[config.mk]
export PLATFORM = sky130hd
export DESIGN_NAME = div_unit
export DESIGN_NICKNAME = d
export VERILOG_FILES = /design/src/rtl/div_unit.sv
export SDC_FILE = /design/constraint.sdc
export NUM_CORES = 1
export LEC_CHECK = 0
export CORE_UTILIZATION = 65
export DETAILED_ROUTE_END_ITERATION = 8
export DONT_BUFFER_PORTS = 1
export MAX_ROUTING_LAYER = met4
export PLACE_DENSITY = 0.91
export SYNTH_ARGS = -nofsm -noshare
export SYNTH_HDL_FRONTEND = slang
export SYNTH_SLANG_ARGS = --single-unit
[constraint.sdc]
create_clock -name clk -period 4.07 [get_ports clk]
set_input_delay 0.814 -clock clk [delete_from_list [all_inputs] [get_ports clk]]
set_output_delay 0.814 -clock clk [all_outputs]
set_load 0.005 [all_outputs]
[src/rtl/div_unit.sv]
// Iterative 32-bit restoring divider with HI/LO result registers.
// Handles signed/unsigned divide, divide-by-zero, flush, and mthi/mtlo writes.
//
// state | meaning
// IDLE  | waiting for start; mthi/mtlo writes accepted here
// RUN   | one radix-2 restoring step per cycle, 32 steps
// FIX   | sign correction and HI/LO write-back, done pulse
module div_unit (
    input  logic        clk,
    input  logic        rst_n,
    input  logic        start,
    input  logic        is_signed,
    input  logic [31:0] dividend,
    input  logic [31:0] divisor,
    input  logic        flush,
    input  logic        hi_we,
    input  logic        lo_we,
    input  logic [31:0] wdata,
    output logic        busy,
    output logic        done,
    output logic        div_by_zero,
    output logic [31:0] hi,
    output logic [31:0] lo
);

    typedef enum logic [1:0] {IDLE, RUN, FIX} state_t;

    state_t      state;
    logic [4:0]  count;
    logic [31:0] quo;
    logic [31:0] rem;
    logic [31:0] dvsr;
    logic [31:0] origDividend;
    logic        negQuo;
    logic        negRem;
    logic        zeroDiv;
    logic [32:0] partial;
    logic [32:0] diff;

    // quo starts as |dividend| and is shifted out MSB-first into the partial remainder
    always_comb begin
        partial = {rem, quo[31]};
        diff    = partial - {1'b0, dvsr};
    end

    always_ff @(posedge clk or negedge rst_n) begin
        if (!rst_n) begin
            state        <= IDLE;
            count        <= 5'd0;
            quo          <= 32'd0;
            rem          <= 32'd0;
            dvsr         <= 32'd0;
            origDividend <= 32'd0;
            negQuo       <= 1'b0;
            negRem       <= 1'b0;
            zeroDiv      <= 1'b0;
            busy         <= 1'b0;
            done         <= 1'b0;
            div_by_zero  <= 1'b0;
            hi           <= 32'd0;
            lo           <= 32'd0;
        end else begin
            done <= 1'b0;
            case (state)
                IDLE: begin
                    if (hi_we) hi <= wdata;
                    if (lo_we) lo <= wdata;
                    if (start && !flush) begin
                        quo          <= (is_signed && dividend[31]) ? -dividend : dividend;
                        dvsr         <= (is_signed && divisor[31]) ? -divisor : divisor;
                        rem          <= 32'd0;
                        negQuo       <= is_signed && (dividend[31] ^ divisor[31]);
                        negRem       <= is_signed && dividend[31];
                        origDividend <= dividend;
                        zeroDiv      <= (divisor == 32'd0);
                        count        <= 5'd0;
                        div_by_zero  <= 1'b0;
                        busy         <= 1'b1;
                        state        <= RUN;
                    end
                end
                RUN: begin
                    if (flush) begin
                        busy  <= 1'b0;
                        state <= IDLE;
                    end else begin
                        if (!diff[32]) begin
                            rem <= diff[31:0];
                            quo <= {quo[30:0], 1'b1};
                        end else begin
                            rem <= partial[31:0];
                            quo <= {quo[30:0], 1'b0};
                        end
                        count <= count + 5'd1;
                        if (count == 5'd31) state <= FIX;
                    end
                end
                FIX: begin
                    if (!flush) begin
                        lo          <= zeroDiv ? 32'hFFFF_FFFF : (negQuo ? -quo : quo);
                        hi          <= zeroDiv ? origDividend : (negRem ? -rem : rem);
                        div_by_zero <= zeroDiv;
                        done        <= 1'b1;
                    end
                    busy  <= 1'b0;
                    state <= IDLE;
                end
                default: begin
                    busy  <= 1'b0;
                    state <= IDLE;
                end
            endcase
        end
    end

endmodule

* Yosys cells after proc, flatten, opt, wreduce, memory -nomap -nowiden
Index checks and enable logic that the tools add are counted. W data, S select, Z words.
Word-level totals: flip-flop bits (word level) 205, input bits 103, output and inout bits 67, word-level logic and storage cells 82
Operators by class: $add $sub $neg 6, eq/ne operators 10, multiplexer cells 35, bitwise logic cells 1, reduce and logical (&&, ||, !) cells 16
Operators with widths (number):
- $mux W32 | 15
- $pmux W32 S2 | 4
- $neg A32 Y32 | 4
- $sub A33 B32 Y33 | 1
- $logic_not A32 Y1 | 1
- $ne A2 B2 Y1 const B | 6
- $reduce_and A3 Y1 | 4
- $mux W5 | 2
- $pmux W5 S2 | 1
- $mux W1 | 7
- $mux W2 | 3
- $reduce_and A2 Y1 | 3
- $add A5 B1 Y5 const B | 1
- $eq A5 B5 Y1 const B | 1
- $logic_and A1 B1 Y1 | 4
- $pmux W1 S2 | 2
- $pmux W2 S2 | 1
- $reduce_bool A2 Y1 | 2
- $ne A3 B3 Y1 const B | 1
- $eq A2 B1 Y1 const B | 1
- $eq A2 B2 Y1 const B | 1
- $logic_not A2 Y1 | 1
- $logic_not A1 Y1 | 1
- $xor A1 B1 Y1 | 1

* Longest topological paths before layout
depth after elaboration 5, depth in mapped cells 13, mapped depth without buffers 12

* Least setup slack after synthesis
No wires, ideal clock.
path type in2reg, from input dividend[12], to register quo[29], library setup time 0.133 ns, arrival 2.946 ns, data required time 3.937 ns, path slack 0.991 ns, cell stages on the path 9, path buffers 0, cells stage by stage or4_1 > nor4b_1 > nand3_1 > nor4_1 > nand2_1 > nor3_1 > nor3_1 > a211oi_1 > o21ai_0
Between the ends: longest elaborated chain between the ends 4
Ends and longest elaborated chain:
- start: declaration | RTL line 13 | input logic [31:0] dividend,
- $neg A32 Y32 | RTL line 69 | quo <= (is_signed && dividend[31]) ? -dividend : dividend;
- $mux W32 | RTL line 69
- $mux W32 | RTL line 68 | if (start && !flush) begin
- $pmux W32 S2 | RTL line 64 | case (state)
- end signal: assignment | RTL line 69
- end signal: assignment | RTL line 89 | quo <= {quo[30:0], 1'b1};
- end signal: assignment | RTL line 92 | quo <= {quo[30:0], 1'b0};
- end: declaration | RTL line 30 | logic [31:0] quo;
Every way passes these cells. The select of a mux whose other input is x is not followed. A chain may end at the register's enable or synchronous reset.

* Worst setup path in the final report
from register quo[31], to register rem[30]
Between the ends: longest elaborated chain between the ends 4
Ends and longest elaborated chain:
- $sub A33 B32 Y33 | RTL line 43 | diff = partial - {1'b0, dvsr};
- $mux W32 | RTL line 87 | if (!diff[32]) begin
- $mux W32 | RTL line 83 | if (flush) begin
- $pmux W32 S2 | RTL line 64
- end signal: assignment | RTL line 88 | rem <= diff[31:0];
- end signal: assignment | RTL line 91 | rem <= partial[31:0];
- end: declaration | RTL line 31 | logic [31:0] rem;
Every way passes these cells. The select of a mux whose other input is x is not followed.

==> impl_summary.log <==
INFO  metric leakagePower = 6.138 nW
INFO  metric die_area = 20890 um^2
INFO  metric edff_count_synth = 0
INFO  metric antennaDiodeCount = 0
INFO  metric synth-seq-area-share = 0.3886
INFO  metric initial_standard_cell_utilization_of_the_core = 0.6696
INFO  metric vias = 11890
INFO  metric postSynthCellCount = 1629
INFO  metric synth.cell_area = 13200 um^2
INFO  metric violations = hold timing
INFO  metric die_height = 144.5 um
INFO  metric run_status = complete, but fails checks
INFO  metric crit_fanout = 14
INFO  metric criticalPathCategory = reg2reg
INFO  metric post_drt_wl_per_cell = 19.12 um
INFO  metric chipWidth = 144.5 um
INFO  metric setup_violation_total_in_the_final_timing_report = 0
INFO  metric use_met1 = 0.4366
INFO  metric fmax = 283.1 MHz
INFO  metric hold_path_class = in2async
INFO  metric maxSlewHeadroom = 0.2426
INFO  metric final_core_utilization = 0.7166
INFO  metric first_global_vias = 11140
INFO  metric global_route_wire_length_before_repair = 55.62 mm
INFO  metric final_max_slew_violation_count = 0
INFO  metric critPathLaunchType = flip-flop
INFO  metric rsz_0062_raised_after_global_routing = no
INFO  metric grtUsageTotal = 0.3487
INFO  metric groute.layer.met2.usage = 0.5397
INFO  metric drt_pre_antenna_iters = 5
INFO  metric overflow_after_grt = 0
INFO  metric net_load_switching_power = 3.203 mW
INFO  metric resized_gates_after_cts = 0
INFO  metric power_frac_comb = 0.399
INFO  metric drive_above_1_share = 0.04588
INFO  metric power.density = 588.3 nW/um^2
INFO  metric async_reset_ff_frac = 1.000
INFO  metric drtAntennaViolNets = 0
INFO  metric layout.cells.most_common_list = sky130_fd_sc_hd__nand2_1 (295), sky130_fd_sc_hd__dfrtp_1 (204), sky130_fd_sc_hd__o21ai_0 (179)
INFO  metric final_hpwl_from_detailed_placement = 25.34 mm
INFO  metric cts_bufs_inserted = 23
INFO  metric hold_slack = -0.03001 ns
INFO  metric tightest_slew = 1.136 ns
INFO  metric grt_max_degree = 206
INFO  metric fin_worst_skew = 0.01991 ns
INFO  metric yosysWarningCount = 0
INFO  metric cts_root_buf = sky130_fd_sc_hd__clkbuf_16
INFO  metric worstSkewPairLatency = 0.53 ns
INFO  metric cap_violations = 0
INFO  metric drc = 0
INFO  metric crit-reg2reg-launch = quo[31]
INFO  metric cts_num_sinks = 205
INFO  metric cell_variety_after_synth = 59
INFO  metric syn_to_final_growth = 7.022%
INFO  metric most_common_library_cell_in_the_layout_ignoring_fill_and_taps = sky130_fd_sc_hd__nand2_1
INFO  metric portBuffers = 0
INFO  metric seqPwrFrac = 0.346
INFO  metric global_route.peak_usage_layer = met2
INFO  metric number_of_antenna_violations_at_the_first_check_in_global_routing = 0
INFO  metric clock_pin_slew_reported_for_the_worst_setup_and_hold_paths_after_clock_tree_synthesis = 0.06 ns
INFO  metric via_per_inst = 6.407
INFO  metric setup-tns-final = 0 ns
INFO  metric timing_hold_violations_final = 96
INFO  metric cell_internal_pwr = 5.110 mW
INFO  metric wire_length_reported_by_the_detailed_router = 35.50 mm
INFO  metric fin_nets = 1716
INFO  metric arrival = 3.92 ns
INFO  metric setup.reg_to_reg.worst_slack = 0.54 ns
INFO  metric floorplan.core_area = 19720 um^2
INFO  metric clock_tree.htree_level_count = 1
INFO  metric critical_path.endpoint_type = flip-flop
INFO  metric sum_of_internal_switching_and_leakage_power = 8.313 mW
INFO  metric final_min_period_over_clock_period = 0.8680
INFO  metric row_count = 51
INFO  metric fin_crit = 3.533 ns
INFO  metric power.ir.vdd_worst = 0.3880 mV
INFO  metric ys.flop_type = sky130_fd_sc_hd__dfrtp_1
INFO  metric nets_in_the_synthesized_netlist = 1771
INFO  metric design.portCount = 170
INFO  metric worst_ep_required_time = 4.46 ns
INFO  metric postSynthRegisterBits = 205
INFO  metric detailedRoute.firstIterationViolations = 1232
INFO  metric gr_met3_demand_resource = 0.08146
INFO  metric maximum_buffer_depth_of_the_clock_tree = 3
INFO  metric cts_tree = built
INFO  metric clkPwrFrac = 0.255
INFO  metric fillCellCount = 1446
INFO  metric reg2regPathDepth = 13
INFO  metric r2r-end = rem[30]
INFO  metric power_switching_share = 0.3853
INFO  metric routabilityCongestion = 0.9539
INFO  metric avgSynthCellArea = 8.105 um^2
==> cell type report <==
cell class,count,area [um^2],share of cell area
clock buffer,29,608.1,0.04304
clock inverter,13,166.4,0.01178
inverter,55,206.4,0.01461
multi-input combinational,1271,7538,0.5335
sequential,205,5131,0.3631
tap,265,331.6,0.02347
timing repair buffer,18,147.6,0.01045
==> what timing repair did <==
item	4_1_cts	5_1_grt
endpoints found under the hold margin	205	148
endpoints found under the setup margin	0	0
buffers inserted	0	0
==> cells in the mapped netlist (11+ instances only) <==
| master | n | area, um^2 |
|---|---|---|
| sky130_fd_sc_hd__nand2_1 | 295 | 1107 |
| sky130_fd_sc_hd__dfrtp_1 | 205 | 5130 |
| sky130_fd_sc_hd__o21ai_0 | 179 | 895.9 |
| sky130_fd_sc_hd__a21oi_1 | 133 | 665.6 |
| sky130_fd_sc_hd__nor2_1 | 124 | 465.5 |
| sky130_fd_sc_hd__clkbuf_1 | 85 | 319.1 |
| sky130_fd_sc_hd__xnor2_1 | 78 | 683.2 |
| sky130_fd_sc_hd__xor2_1 | 68 | 595.6 |
| sky130_fd_sc_hd__inv_1 | 55 | 206.5 |
| sky130_fd_sc_hd__mux2i_1 | 39 | 390.4 |
| sky130_fd_sc_hd__ha_1 | 38 | 475.5 |
| sky130_fd_sc_hd__o22ai_1 | 30 | 187.7 |
| sky130_fd_sc_hd__o31ai_1 | 30 | 225.2 |
| sky130_fd_sc_hd__a31oi_1 | 22 | 137.6 |
| sky130_fd_sc_hd__nor3_1 | 22 | 110.1 |
| sky130_fd_sc_hd__nand2b_1 | 16 | 100.1 |
| sky130_fd_sc_hd__nand3_1 | 16 | 80.08 |
| sky130_fd_sc_hd__a21o_1 | 15 | 112.6 |
| sky130_fd_sc_hd__o41ai_1 | 15 | 131.4 |
| sky130_fd_sc_hd__nor2b_1 | 14 | 87.58 |
| sky130_fd_sc_hd__o21ai_1 | 13 | 65.06 |
| sky130_fd_sc_hd__or4_1 | 13 | 97.59 |
| sky130_fd_sc_hd__nor4_1 | 12 | 75.07 |
| sky130_fd_sc_hd__or3_1 | 11 | 68.82 |
==> registers in the layout, indices dropped and copies added (netlist names) <==
signal / cells
done: 1
hi: 32
div_by_zero: 1
lo: 32
dvsr: 32
count: 5
busy: 1
negRem: 1
state: 2
quo: 32
origDividend: 32
negQuo: 1
zeroDiv: 1
rem: 32
==> worst max-delay path: stages (launching register included) <==
cell	delay, ns
sky130_fd_sc_hd__dfrtp_1	0.39
sky130_fd_sc_hd__inv_1	0.12
sky130_fd_sc_hd__ha_1	0.21
sky130_fd_sc_hd__fa_1	0.22
sky130_fd_sc_hd__nand2b_1	0.13
sky130_fd_sc_hd__a21oi_1	0.11
sky130_fd_sc_hd__o21a_1	0.23
sky130_fd_sc_hd__nor3_1	0.41
sky130_fd_sc_hd__nor3_1	0.12
sky130_fd_sc_hd__or4bb_1	0.57
sky130_fd_sc_hd__o211ai_4	0.30
sky130_fd_sc_hd__buf_4	0.27
sky130_fd_sc_hd__a2bb2oi_1	0.20
sky130_fd_sc_hd__o21ai_0	0.10
==> per-layer routing <==
layer	vias to the layer above	part of all wire
li1	5578	-
met1	5566	0.40
met2	619	0.45
met3	129	0.10
met4	0	0.042
met5	-	0
==> through the flow <==
| stage | hold slack, ns | worst slack [ns] | cell area [um^2] | instances |
|---|---|---|---|---|
| global route | -0.03788 | 0.2977 | 14130 | 1856 |
| detailed placement | 0.4623 | 0.4633 | 13360 | 1814 |
| global placement | 0.4567 | 0.6371 | 13360 | 1814 |
| floorplan | 0.4453 | 0.9906 | 13200 | 1629 |
| CTS | -0.03200 | 0.5204 | 14130 | 1856 |
| finish | -0.03001 | 0.5372 | 14130 | 1856 |
==> kinds of logic (layout without fill, tap and decap cells) <==
logic type,after synthesis,in the layout,synth area share
multiplexers,41,41,0.03127
AO/OA/AOI/OAI,483,483,0.2140
XOR/XNOR,146,146,0.09685
AND/OR/NAND/NOR,562,562,0.1878
adder cells (fa/ha/maj),39,39,0.03753
buffers and inverters,153,115,0.04397
flip-flops,205,205,0.3886
==> power groups by stage <==
stage	clock network (mW)	logic, mW	registers, mW
detailed placement	0	3.24	2.89
finish	2.12	3.32	2.87
global route	2.23	3.67	2.93
global placement	0	3.14	2.86
floorplan	0	2.58	2.74
CTS	2.14	3.27	2.86
==> how the worst max path moves through the flow <==
stage	from	slack, ns	to
2_1_floorplan	dividend[12]	0.99	quo[29]
3_3_place_gp	divisor[4]	0.64	dvsr[28]
3_5_place_dp	divisor[4]	0.46	dvsr[28]
4_1_cts	quo[31]	0.52	rem[30]
5_1_grt	rem[5]	0.30	rem[30]
6_report	quo[31]	0.54	rem[30]
Power figures use the tool's default switching activity.
